File: src/rtl/mac_pkg.sv
// mac_pkg: shared widths, transmit arbiter state encoding and channel constants
package mac_pkg;
  localparam int CW = 11;
  localparam int DW = 8;
  typedef enum logic [1:0] {IDLE, OFFER, XFER, GAP} tx_arb_state_t;
  localparam logic [1:0] CH0 = 2'b01;
  localparam logic [1:0] CH1 = 2'b10;
endpackage

File: src/rtl/rr_arb2.sv
// rr_arb2: two-way picker, round-robin or fixed ch0 priority, one-hot result
module rr_arb2
  import mac_pkg::*;
(
  input  logic [1:0] req,
  input  logic       last,
  input  logic       mode,
  output logic [1:0] win
);
  // a tie goes to ch0 in fixed mode or when ch1 was served last
  always_comb win = &req ? ((mode || last) ? CH0 : CH1) : req[0] ? CH0 : req[1] ? CH1 : 2'b00;
endmodule

File: src/rtl/tx_frame_arbiter.sv
// tx_frame_arbiter: shares the GMII transmit path between two frame sources
module tx_frame_arbiter #(
  parameter int CW = mac_pkg::CW,
  parameter int DW = mac_pkg::DW,
  parameter int GAP = 12,
  parameter bit PRIO_MODE = 1'b0
) (
  input  logic          clk,
  input  logic          rst_n,
  input  logic [CW-1:0] req0_count,
  input  logic          req0_ready,
  output logic          req0_ack,
  input  logic [DW-1:0] req0_data,
  input  logic          req0_empty,
  output logic          req0_rd,
  input  logic [CW-1:0] req1_count,
  input  logic          req1_ready,
  output logic          req1_ack,
  input  logic [DW-1:0] req1_data,
  input  logic          req1_empty,
  output logic          req1_rd,
  output logic [CW-1:0] tx_count,
  output logic          tx_ready,
  input  logic          tx_ack,
  output logic [DW-1:0] tx_data,
  output logic          tx_empty,
  input  logic          tx_rd,
  output logic [1:0]    grant,
  output logic          busy
);
  import mac_pkg::tx_arb_state_t;
  import mac_pkg::IDLE;
  import mac_pkg::OFFER;
  import mac_pkg::XFER;
  localparam int GW = $clog2(GAP) > 0 ? $clog2(GAP) : 1;
  tx_arb_state_t state, state_nx;
  logic [1:0] win, ack;
  logic [CW-1:0] win_count, remaining;
  logic [GW-1:0] gap_cnt;
  logic rr_last, take, drop, accept, in_xfer, dec, last_byte, gap_done;
  rr_arb2 u_arb (.req({req1_ready, req0_ready}), .last(rr_last), .mode(PRIO_MODE), .win(win));
  assign {req1_ack, req0_ack} = ack;
  assign busy = state != IDLE;
  // next state plus zero-latency routing of the granted FIFO while transferring
  always_comb begin
    win_count = win[1] ? req1_count : req0_count;
    take = state == IDLE && |win;
    drop = take && win_count == '0;
    accept = state == OFFER && tx_ready && tx_ack;
    in_xfer = state == XFER;
    tx_data = in_xfer ? (grant[1] ? req1_data : req0_data) : '0;
    tx_empty = in_xfer ? (grant[1] ? req1_empty : req0_empty) : 1'b1;
    req0_rd = in_xfer && grant[0] && tx_rd;
    req1_rd = in_xfer && grant[1] && tx_rd;
    dec = in_xfer && tx_rd && !tx_empty && remaining != '0;
    last_byte = dec && remaining == CW'(1);
    gap_done = state == mac_pkg::GAP && gap_cnt == '0;
    state_nx = (take && !drop) ? OFFER : accept ? XFER : last_byte ? mac_pkg::GAP : gap_done ? IDLE : state;
  end
  // state register; reset abandons any frame in flight
  always_ff @(posedge clk)
    if (!rst_n) state <= IDLE;
    else state <= state_nx;
  // grant, offer handshake, byte countdown and inter-frame gap
  always_ff @(posedge clk) begin
    if (!rst_n) begin
      grant <= '0;
      tx_ready <= 1'b0;
      tx_count <= '0;
      ack <= '0;
      rr_last <= 1'b1;
      remaining <= '0;
      gap_cnt <= '0;
    end else begin
      ack <= '0;
      tx_ready <= state == OFFER && !accept;
      if (take && !drop) begin
        grant <= win;
        tx_count <= win_count;
      end
      if (drop) begin
        ack <= win;
        rr_last <= win[1];
      end
      if (accept) begin
        ack <= grant;
        remaining <= tx_count;
      end
      if (dec) remaining <= remaining - CW'(1);
      if (last_byte) begin
        gap_cnt <= GW'(GAP - 1);
        rr_last <= grant[1];
        grant <= '0;
      end
      if (state == mac_pkg::GAP && gap_cnt != '0) gap_cnt <= gap_cnt - GW'(1);
    end
  end
endmodule

File: config.mk
export PLATFORM = sky130hd
export DESIGN_NAME = tx_frame_arbiter
export DESIGN_NICKNAME = d
export VERILOG_FILES = /design/src/rtl/mac_pkg.sv /design/src/rtl/rr_arb2.sv /design/src/rtl/tx_frame_arbiter.sv
export SDC_FILE = /design/constraint.sdc
export NUM_CORES = 1
export LEC_CHECK = 0
export ABC_AREA = 1
export BUFFER_PORTS_ARGS = -buffer_cell sky130_fd_sc_hd__clkbuf_2
export CAP_MARGIN = 40
export CORE_MARGIN = 1.5
export CORE_UTILIZATION = 48
export CTS_BUF_LIST = sky130_fd_sc_hd__clkbuf_8
export CTS_CLUSTER_DIAMETER = 150
export DETAILED_ROUTE_END_ITERATION = 12
export PLACE_DENSITY = 0.79
export SYNTH_ARGS = -nofsm -noshare
export SYNTH_HDL_FRONTEND = slang
export SYNTH_SLANG_ARGS = --single-unit
File: constraint.sdc
create_clock -name clk -period 1.88 [get_ports clk]
set_input_delay 0.282 -clock clk [delete_from_list [all_inputs] [get_ports clk]]
set_output_delay 0.282 -clock clk [all_outputs]
set_load 0.1 [all_outputs]
==> summary.txt <==
Global route
  – Grt total ovfl: 0
  – Wire length of the first global-routing pass: 9839 µm
  – Total Routing Usage GR: 23.96%
  – Initial antenna violation count: 0
  – Vias in the first global route: 2246
  – Largest net degree at the start of global routing: 19

Synthesis
  – Synthesized cell area: 2200 µm²
  – Largest area contributor in the netlist: dfxtp_1
  – Ys async rst share: 0%
  – Most common flop cell mapped by yosys: dfxtp_1
  – Synth unique cells: 26
  – Synth area leaders: dfxtp_1 (31%), nand2_1 (21%), nor2_1 (7.5%)
  – Net count after synthesis: 416
  – Synth Area per Inst: 5.993 µm²
  – Post-synth top cells: nand2_1 (124), nor2_1 (44), inv_1 (39), dfxtp_1 (34)
  – Post-synthesis cell count: 367
  – Top cell type's share of synthesized area: 30.94%
  – Count leader, synth: nand2_1
  – Synth Register Bits: 34
  – Warnings, synthesis: 0
  – EDFF count, synth: 0
  – Seq/Total Area, Yosys: 30.94%

Drt
  – Antenna-violating nets left: 0
  – DR pass1 iterations: 4
  – Vias: 2535
  – Final WL: 6013 µm
  – Post-DR vias/cell: 5.060
  – DRC viols: 0
  – DR WL/cell: 12.00 µm
  – DR iter-0 viols: 130

Floorplan
  – Die ar.: 4998 µm²
  – Width of the die: 70.70 µm
  – Core box area: 4384 µm²
  – Starting Density: 50.17%
  – Std-Cell Rows: 24
  – Die Height: 70.70 µm
  – # IOs: 74

Power and ir drop
  – Leakage Power: 1.564 nW
  – Overall Power: 1.997 mW
  – Worst VDD drop: 0.4597 mV
  – Cell Pwr Density: 645.3 nW/µm²

CTS
  – CTS clk-pin slew, worst paths: 70 ps
  – H-Tree Depth: 2
  – Quantity of hold-fixing buffers added after cts: 0
  – CTS tree: done
  – TritonCTS Buffers: 5
  – Skew-Pair Late Insertion Delay: 290 ps
  – Root buf cell: clkbuf_8
  – Clock Path Buffers: 2
  – CTS sink cnt: 34

Setup path
  – Worst r2r src: remaining[0]
  – CP Max Fanout: 9
  – Setup crit start kind: flip-flop
  – Origin of the worst setup path: state[1]
  – Critical Path Sink Type: output pin
  – WS Path Type: flip-flop to output pin
  – Critical Path RT: 1600 ps
  – Worst reg-to-reg path cell count: 10
  – CP arrival: 1530 ps

Placement
  – Place WS: 26.66 ps
  – Port buffer count: 73
  – Placed Cells: 490
  – GPL Wtd Cong: 0.8645
  – Dpl hpwl: 4605 µm

Timing
  – Fin. Hold Viols: 0
  – F_max: 0.5524 GHz
  – Setup violators final: 0
  – TNS Setup: 0 ps
  – Rel. slew slack: 62.57%
  – Worst Slack Setup Final: 69.83 ps
  – Final min period: 1810 ps
  – Period utilization: 96.29%
  – Slew @ Worst Pin: 563.8 ps
  – Final-report max-slew violation count: 0
  – Clock Skews: 3.775 ps
  – Hold slack: 391.3 ps

Job
  – Max cap viols: 0

Worst hold path
  – Worst Hold Launch: req0_count[8]
  – Worst Hold Depth: 5
  – HP Class: primary input to flip-flop

Layout
  – Layout fillers: 366
  – Final Instance Count excl. Fillers: 501
  – Area of the multi-input gates: 1444 µm²
  – Layout cells sized above 1: 28.73%
  – Ant. Diodes: 0
  – Area grow syn2layout: 40.67%
  – Final Net Count: 497
  – Flip-flop and latch area: 688.2 µm²

Run status
  – Status: finished clean
placed cells by master (no fill, tap or decap), types with 2 or more instances in the layout:
cell type,n
nor3_1,2
dfxtp_1,30
nand3_2,5
nand3b_1,5
a21oi_1,20
nor2_4,3
xnor2_1,3
dfxtp_2,3
o211ai_1,4
o21ai_0,15
nand2_1,122
inv_2,2
nor2_2,4
clkbuf_2,62
nand2_2,5
buf_4,12
nor2_1,42
inv_1,40
clkbuf_8,6
buf_12,11
nand4_1,4
ha_1,3
o21ai_1,2
a21oi_4,8
nand3_1,25
per-stage QoR:
stage	utilization [%]	cell area (µm²)
final	70.58	3094
after global routing	70.58	3094
after CTS	69.32	3039
after detailed placement	66.92	2934
after global placement	66.92	2934
after floorplan	-	2340
routing by layer:
metal  vias up  track usage [%]  part of all wire [%]
met1      1135            30.55                    45
met4         0            8.386                   1.8
met5         -                0                     0
met2        71            40.08                    49
li1       1319                -                     -
met3        10            5.128                   4.6
cells by family after synthesis:
family | share of synthesized area, %
xor+xnor | 1.593
fa+ha+maj | 1.707
buf+inv | 10.81
compound gates | 11.95
flops | 30.94
simple gates | 43.00
state kept, by name, indices dropped and copies added (netlist names):
signal     flops
ack            2
tx_count      11
tx_ready       1
grant          2
gap_cnt        4
state          2
remaining     11
rr_last        1
final timing paths:
kind / end / slack, ps
worst max-delay path: req1_rd / 70
worst min-delay path: tx_count[8] / 390
worst max register to register: remaining[4] / 140
worst min register to register: remaining[10] / 480
final cells by class:
type	count	share of cell area [%]
Multi-Input combinational cell	278	46.66
Sequential cell	34	22.24
Timing Repair Buffer	86	20.42
Inverter	43	5.621
Clock buffer	6	2.669
Tap cell	52	2.103
Clock inverter	2	0.2831
report_power, final:
| group | internal, mW | leakage, nW | switching, mW |
|---|---|---|---|
| clock network | 0.290 | 0.0524 | 0.266 |
| logic | 0.160 | 1.23 | 0.481 |
| registers | 0.759 | 0.280 | 0.0416 |
| total | 1.21 | 1.56 | 0.789 |
worst max-delay path, stage by stage, from the launching register on:
cell      delay, ps
dfxtp_2         350
inv_1            90
nor2_4          130
buf_6           130
clkinv_8        100
nor3_4          230
buf_12          200
timing repair:
action | CTS | global route
pin swaps | 0 | 3
endpoints found under the setup margin | 9 | 31
buffers inserted | 0 | 3
hold endpoints to repair | 0 | 0
resized for setup | 3 | 7
cloned | 0 | 0
(Power assumes the default switching activity.)
